===== config.mk =====
export PLATFORM = sky130hd
export DESIGN_NAME = keypad_entry
export DESIGN_NICKNAME = d
export VERILOG_FILES = /design/src/rtl/keypad_entry_pkg.sv /design/src/rtl/keypad_entry_bcd_to_bin.sv /design/src/rtl/keypad_entry.sv
export SDC_FILE = /design/constraint.sdc
export NUM_CORES = 1
export LEC_CHECK = 0
export ABC_AREA = 1
export CORE_MARGIN = 5
export CORE_UTILIZATION = 29
export CTS_BUF_LIST = sky130_fd_sc_hd__clkbuf_16
export DETAILED_ROUTE_END_ITERATION = 6
export GPL_TIMING_DRIVEN = 0
export PLACE_DENSITY = 0.55
export SLEW_MARGIN = 0
export SYNTH_ARGS = -nofsm -noshare
export SYNTH_HDL_FRONTEND = slang
export SYNTH_HIERARCHICAL = 1
export SYNTH_SLANG_ARGS = --single-unit

===== constraint.sdc =====
create_clock -name clk -period 13.9 [get_ports clk]
set_input_delay 2.78 -clock clk [delete_from_list [all_inputs] [get_ports clk]]
set_output_delay 2.78 -clock clk [all_outputs]
set_load 0.01 [all_outputs]

===== src/rtl/keypad_entry_pkg.sv =====
// keypad_entry_pkg: scan FSM states, key codes and the 4x4 keypad map
package keypad_entry_pkg;
    typedef enum logic [1:0] {SCAN, DEBOUNCE, HELD, RELEASE} state_t;
    localparam logic [3:0] KEY_0 = 4'd0, KEY_1 = 4'd1, KEY_2 = 4'd2, KEY_3 = 4'd3, KEY_4 = 4'd4;
    localparam logic [3:0] KEY_5 = 4'd5, KEY_6 = 4'd6, KEY_7 = 4'd7, KEY_8 = 4'd8, KEY_9 = 4'd9;
    localparam logic [3:0] KEY_A = 4'd10, KEY_B = 4'd11, KEY_C = 4'd12;
    localparam logic [3:0] KEY_BKSP = 4'd13, KEY_CLEAR = 4'd14, KEY_ENTER = 4'd15;
    function automatic logic [3:0] key_map(input logic [1:0] row, input logic [1:0] col);
        logic [63:0] map;
        map = {KEY_BKSP, KEY_ENTER, KEY_0, KEY_CLEAR,
               KEY_C,    KEY_9,     KEY_8, KEY_7,
               KEY_B,    KEY_6,     KEY_5, KEY_4,
               KEY_A,    KEY_3,     KEY_2, KEY_1};
        return map[{row, col, 2'b00} +: 4];
    endfunction
endpackage


===== src/rtl/keypad_entry_bcd_to_bin.sv =====
// bcd_to_bin: three-digit BCD to binary, h*100 + t*10 + o
module bcd_to_bin (
    input  logic [11:0] bcd,
    output logic [9:0]  bin
);
    assign bin = 10'(bcd[11:8]) * 10'd100 + 10'(bcd[7:4]) * 10'd10 + 10'(bcd[3:0]);
endmodule


===== src/rtl/keypad_entry.sv =====
// keypad_entry: 4x4 keypad scan, debounce and 3-digit decimal entry; KEYPAD_BACKSPACE_EN makes D a backspace
module keypad_entry
    import keypad_entry_pkg::*;
#(
    parameter int DEBOUNCE_TICKS = 4
) (
    input  logic        clk,
    input  logic        reset,
    input  logic        scan_tick,
    input  logic [3:0]  col_n,
    output logic [3:0]  row_n,
    output logic [11:0] digits,
    output logic [7:0]  value,
    output logic        value_valid,
    output logic        overflow
);
    localparam logic [3:0] DT = 4'(DEBOUNCE_TICKS);
    state_t state, state_nx;
    logic [3:0] col_m, col_s, cnt, cnt_nx, row_nx, rot, key;
    logic [1:0] kr, kc, kr_nx, kc_nx, low_col, cur_row, count;
    logic any_low, accept, commit;
    logic [11:0] cand, conv_in;
    logic [9:0] conv;

    assign any_low = ~&col_s;
    assign low_col = col_s[0] ? (col_s[1] ? (col_s[2] ? 2'd3 : 2'd2) : 2'd1) : 2'd0;
    assign cur_row = row_n[0] ? (row_n[1] ? (row_n[2] ? 2'd3 : 2'd2) : 2'd1) : 2'd0;
    assign rot = {row_n[2:0], row_n[3]};

    // two-flop synchronizer for the asynchronous column senses
    always_ff @(posedge clk or posedge reset)
        if (reset) {col_m, col_s} <= 8'hFF;
        else       {col_m, col_s} <= {col_n, col_m};

    // next-state: row rotation, key latch, debounce/release counting and acceptance
    always_comb begin
        state_nx = state;
        cnt_nx   = cnt;
        row_nx   = row_n;
        kr_nx    = kr;
        kc_nx    = kc;
        accept   = 1'b0;
        key      = key_map(kr, kc);
        if (scan_tick)
            case (state)
                SCAN:
                    if (any_low) begin
                        kr_nx    = cur_row;
                        kc_nx    = low_col;
                        cnt_nx   = 4'd1;
                        key      = key_map(cur_row, low_col);
                        accept   = DT == 4'd1;
                        state_nx = accept ? HELD : DEBOUNCE;
                    end else row_nx = rot;
                DEBOUNCE:
                    if (!col_s[kc]) begin
                        cnt_nx   = cnt + 4'd1;
                        accept   = cnt_nx == DT;
                        state_nx = accept ? HELD : DEBOUNCE;
                    end else state_nx = SCAN;
                HELD:
                    if (!any_low) begin
                        cnt_nx   = 4'd1;
                        state_nx = DT == 4'd1 ? SCAN : RELEASE;
                        row_nx   = DT == 4'd1 ? rot : row_n;
                    end
                RELEASE:
                    if (any_low) state_nx = HELD;
                    else begin
                        cnt_nx   = cnt + 4'd1;
                        state_nx = cnt_nx == DT ? SCAN : RELEASE;
                        row_nx   = cnt_nx == DT ? rot : row_n;
                    end
                default: state_nx = SCAN;
            endcase
    end

    // scan FSM state register
    always_ff @(posedge clk or posedge reset)
        if (reset) begin
            state <= SCAN;
            cnt   <= 4'd0;
            row_n <= 4'b1110;
            kr    <= 2'd0;
            kc    <= 2'd0;
        end else begin
            state <= state_nx;
            cnt   <= cnt_nx;
            row_n <= row_nx;
            kr    <= kr_nx;
            kc    <= kc_nx;
        end

    assign cand    = {digits[7:0], key};
    assign commit  = accept && key == KEY_ENTER;
    assign conv_in = commit ? digits : cand;

    bcd_to_bin u_conv (.bcd(conv_in), .bin(conv));

    // entry datapath: digit append with range check, commit, clear and optional backspace
    always_ff @(posedge clk or posedge reset)
        if (reset) begin
            digits      <= 12'd0;
            count       <= 2'd0;
            value       <= 8'd0;
            value_valid <= 1'b0;
            overflow    <= 1'b0;
        end else begin
            value_valid <= commit;
            if (accept) begin
                if (key <= KEY_9) begin
                    if (count < 2'd3 && conv <= 10'd255) begin
                        digits <= cand;
                        count  <= count + 2'd1;
                    end else overflow <= 1'b1;
                end else if (commit) begin
                    value    <= conv[7:0];
                    digits   <= 12'd0;
                    count    <= 2'd0;
                    overflow <= 1'b0;
                end else if (key == KEY_CLEAR) begin
                    digits   <= 12'd0;
                    count    <= 2'd0;
                    overflow <= 1'b0;
                end
`ifdef KEYPAD_BACKSPACE_EN
                else if (key == KEY_BKSP && count != 2'd0) begin
                    digits   <= {4'd0, digits[11:4]};
                    count    <= count - 2'd1;
                    overflow <= 1'b0;
                end
`else
`endif
            end
        end
endmodule


# == Word level (Yosys, flattened, before mapping) ==
# Cells that the tools add are included.
# classes
add_sub_neg,4
mul,2
n_lt_le_gt_ge,4
eq_ne,14
shifts,2
muxes,43
bitwise,2
reduce_logical,13
# op_table
cell,n
$shiftx A64 B7 Y4 const A,2
$mux W12,5
$mux W4,10
$mux W2,14
$pmux W4 S4,1
$reduce_and A3 Y1,5
$ne A2 B2 Y1 const B,7
$add A10 B4 Y10,1
$add A10 B8 Y10,1
$le A10 B8 Y1 const B,1
$mux W1,10
$reduce_and A5 Y1,2
$eq A4 B4 Y1 const B,2
$mul A4 B5 Y8 const B,1
$pmux W2 S4,1
$pmux W4 S2,1
$mul A4 B3 Y7 const B,1
$add A4 B1 Y4 const B,1
$eq A2 B2 Y1 const B,2
$eq A4 B3 Y1 const B,1
$le A4 B4 Y1 const B,1
$reduce_and A4 Y1,1
$lt A2 B3 Y1 const B,1
$reduce_bool A3 Y1,1
other kinds (9),11
# word_totals
reg_bits,46
in_bits,7
out_inout_bits,26
elab_cells,96

# == Depth between registers and ports, before layout ==
# depth
depth_word,17
ltp_mapped,35

# == Cells and area by module ==
# The synthesis kept the hierarchy.
# modules_own_cells
module,instances,cells_per_inst,area_per_inst_um2,seq_area_each_um2
keypad_entry,1,334,2685.1,1164.9
bcd_to_bin,1,109,765.7,0.0

# == Least setup slack after synthesis ==
# Ideal clock, no wire load.
# synth_path
kind,input -> register
from,in scan_tick
to,reg digits[1]
setup_ns,0.117
t_arrival_ns,6.961
required_time_ns,13.783
slack_ns,6.821
path_stages,31
n_path_buf,4
path_cell_list,inv_2 nor2_2 nand2_2 buf_6 o211ai_4 nand3_2 inv_2 nand3_2 buf_6 buf_6 nand2_1 nand2_1 ha_1 ha_1 fa_1 xor2_1 ha_1 ha_1 nand2_1 nand2_1 a21oi_4 nand2_1 nand2_1 nand2_1 nor3_1 inv_1 nand3_2 nand3_4 buf_12 nand2_2 nand2_1
# synth_between
elab_chain_len,11
word_cells_on_any_way,19
# synth_rtl
element,line,text
start: declaration,keypad_entry.sv:9,"input logic scan_tick,"
$mux W4,keypad_entry.sv:44,if (scan_tick)
$eq A4 B4 Y1,keypad_entry.sv:95,assign commit = accept && key == KEY_ENTER;
$logic_and A1 B1 Y1 (*),keypad_entry.sv:95,
$mux W12 (*),keypad_entry.sv:96,assign conv_in = commit ? digits : cand;
via conv_in[7],keypad_entry.sv:22,"logic [11:0] cand, conv_in;"
$mul A4 B3 Y7 (*),keypad_entry_bcd_to_bin.sv:6,assign bin = 10'(bcd[11:8]) * 10'd100 + 10'(bcd[7:4]) * 10'd10 + 10'(bcd[3:0]);
$add A10 B8 Y10 (*),keypad_entry_bcd_to_bin.sv:6,
$add A10 B4 Y10 (*),keypad_entry_bcd_to_bin.sv:6,
via conv[9],keypad_entry.sv:23,logic [9:0] conv;
$le A10 B8 Y1 (*),keypad_entry.sv:112,if (count < 2'd3 && conv <= 10'd255) begin
$logic_and A1 B1 Y1 (*),keypad_entry.sv:112,
$ne A2 B1 Y1 (no source line) (*),--,
$reduce_and A3 Y1 (no source line) (*),--,
end signal: assignment,keypad_entry.sv:113,digits <= cand;
end: declaration,keypad_entry.sv:12,"output logic [11:0] digits,"
# Mark *: on every way through the listed nets, which the timed path passes. The rest lies on a longest branch. The select of a mux whose other input is x is not followed.
# A chain may end at the register's enable or synchronous reset.

# == Worst setup path in the final report ==
# layout_path
from,in scan_tick
to,reg digits[0]
# Same word-level chain as after synthesis.

==> results.md <==
- DP Area: between 3000 and 4000 µm²
- Number of CTS-inserted buffers: 5
- # H-tree levels: 2
- Core Util, Final: 35.96%
- Starting Density: 29.84%
- PwrDens: between 150 and 200 nW/µm²
- Worst VDD drop: 0.07733 mV
- Final hold vios: 0
- Worst-path fanout max: 10
- Area share of the largest cell type after synthesis: around a quarter
- Clock Skews: approximately 0.012 ns
- Fmax: 124.3 MHz
- CTS resizes: 0
- EDFF count, synth: 0
- Final setup TNS: 0 ns
- Port bufs: 32
- Min Tclk post-route: 8.044 ns
- Delay of the slowest critical-path stage: 0.66 ns
- Most common cell after layout, fill and taps aside: nand2_1
- Maxcap violations: 0
- Num ports: 33
- Most frequent cells in the layout: nand2_1 (157), inv_1 (46), ha_1 (36)
- Reg clk slew, reported paths: roughly 0.07 ns
- Area growth syn-to-layout: 20.52%
- CTS max path bufs: 2
- RePlAce Congestion: 0.8153
- CP endpoint kind: register
- Most numerous cell on the critical path: nand2_1
- Filler Cell Count: roughly 1200
- CP Class: in -> reg
- Final setup viols: 0
- Largest net degree at the start of global routing: 31
- Crit path DAT: approximately 8.2 ns
- WL final: around 7500 µm
- Layout cell share with drive strength beyond 1: between 10% and 20%
- Total die area: approximately 14000 µm²
- Post-synthesis sequential area ratio: between 30% and 40%
- Avg Synthesized Cell Area: around 7.8 µm²
- Syn. warnings: 6
- Chip height: between 100 and 150 µm
- Clk sink count: 46
- Design area: between 4000 and 5000 µm²
- Die X: 119.1 µm
- Area of the multi-input gates: approximately 2000 µm²
- Net count, final: between 500 and 600
- Syn_nets: about 500
- DRC viols: 0
- Type of the worst min-delay path: reg -> reg
- Synth area leader: dfrtp_1
- GRT Util Overall: between 10 and 15%
- Top cells by area, synth: dfrtp_1 (25%), nand2_1 (17%), ha_1 (13%), dfstp_2 (8.4%), inv_1 (5.1%)
- #FFs+latches synth: 46
- Syn Inst Count: 443
- Cell row count: 39
- First-pass GRT wire length: 13380 µm
- DR vias: ~2800
- Slew headroom: a little under half
- Post-DRT Antenna Nets: 0
- Initial DRC count: 74
- Worst hold slack: between 0.3 and 0.4 ns
- Core Region: 11560 µm²
- Sequential Area: around 1200 µm²
- RSZ-0062 raised after global routing: no
- Main synth FF type: dfrtp_1
- Final Max Tran Viols: 0
- CTS tree: done
- Startpoint types: input pin
- Clk root buf: clkbuf_16
- Number of post-CTS setup repair buffers: 0
- Status: complete, no violations
- Antenna cells: 0
- Mapped Area: between 3000 and 4000 µm²
- Worst-Skew Late Latency: between 0.2 and 0.3 ns
- Pleak: between 2 and 2.5 nW
- Asr flop ratio synth: 100.0%
- Grt ovf: 0
- Cts-stage hold buffer count: 0
- Initial antenna violation count: 0
- Actual slew at the worst max-slew pin: roughly 0.8 ns
- Post-DP HPWL: 5932 µm
- First-pass DRT Iterations: 4
- Critical path's slowest cell: nor3_1
- Post-synth cell types: 35
- Vias in the first global route: between 2000 and 3000
- Worst EP required: roughly 14 ns
- Avg WL per Cell: between 10 and 15 µm
- Final Cycle Share: ~58%
- Vias per cell: 4.541
==> layout make-up <==
| cell class | count | area share (%) |
|---|---|---|
| clock buffer | 5 | 3.008 |
| clock inverter | 3 | 1.534 |
| timing repair buffer | 33 | 8.183 |
| inverter | 56 | 5.174 |
| tap | 143 | 4.302 |
| buffer | 9 | 2.106 |
| multi-input combinational | 332 | 47.68 |
| sequential | 46 | 28.01 |
==> report_power, final <==
group	internal [W]	switching, W	total (W)	leakage (nW)
sequential	0.000162	0.0000330	0.000195	0.584
clock	0.000103	0.0000530	0.000156	0.0915
combinational	0.000147	0.000222	0.000369	1.55
total	0.000411	0.000308	0.000719	2.23
==> flip-flops by register name (all words and copies together) (netlist names), 2 cells and up <==
register,cells
cnt,4
col_m,4
col_s,4
count,2
digits,12
kc,2
kr,2
row_n,4
state,2
value,8
==> worst paths after layout <==
check	from	to	slack, ns	cells past startpoint
min in group asynchronous	reset	digits[0]	2.79	2
worst max-delay path	scan_tick	digits[0]	5.86	30
max in group asynchronous	reset	col_m[2]	10.54	3
worst min-delay path	col_m[2]	col_s[2]	0.36	0
worst min register to register	col_m[2]	col_s[2]	0.36	0
worst max register to register	col_s[0]	digits[0]	7.77	34
==> worst max-delay path: cells and delay by family <==
family | cells | cell delay, ns
and+or+nand+nor | 16 | 2.11
adders and majority gates | 5 | 1.50
buffers and inverters | 5 | 1.20
AOI/OAI and AO/OA | 3 | 0.49
xor gates and xnor gates | 1 | 0.16
==> metal layers <==
layer | GRT usage (%) | share of wire [%]
met5 | 0 | 0
met3 | 2.227 | 3.8
met2 | 19.43 | 48
met1 | 14.29 | 47
met4 | 3.041 | 1.3
==> stage by stage <==
stage / power (W) / cells / setup slack, ns
after floorplan: 0.0004725 / 443 / 6.821
final: 0.0007194 / 627 / 5.856
after detailed placement: 0.0005725 / 619 / 5.492
after global routing: 0.0007896 / 627 / 5.331
after CTS: 0.0007297 / 627 / 5.797
after global placement: 0.0005614 / 618 / 5.526
==> cells by family (layout without fill, tap and decap cells) <==
kind of cell | count (synthesis) | after routing | synth area share (%)
AO/OA/AOI/OAI | 29 | 29 | 5.221
flip-flops | 46 | 46 | 33.76
adder cells (fa/ha/maj) | 41 | 41 | 15.95
buffers and inverters | 65 | 106 | 8.774
XOR/XNOR | 7 | 7 | 1.777
AND/OR/NAND/NOR | 255 | 255 | 34.52
==> Yosys cell counts (4+ instances only) <==
| library cell | n |
|---|---|
| nand2_4 | 5 |
| ha_1 | 36 |
| nand2_1 | 157 |
| nand4_1 | 16 |
| nor2_1 | 26 |
| fa_1 | 5 |
| buf_6 | 4 |
| inv_2 | 7 |
| a21oi_1 | 8 |
| o21ai_0 | 13 |
| dfrtp_1 | 35 |
| nand2_2 | 16 |
| nand3_2 | 4 |
| dfstp_2 | 11 |
| nor3_1 | 4 |
| nand3_1 | 19 |
| inv_1 | 47 |
| xnor2_1 | 4 |
Power figures use the tool's default switching activity.
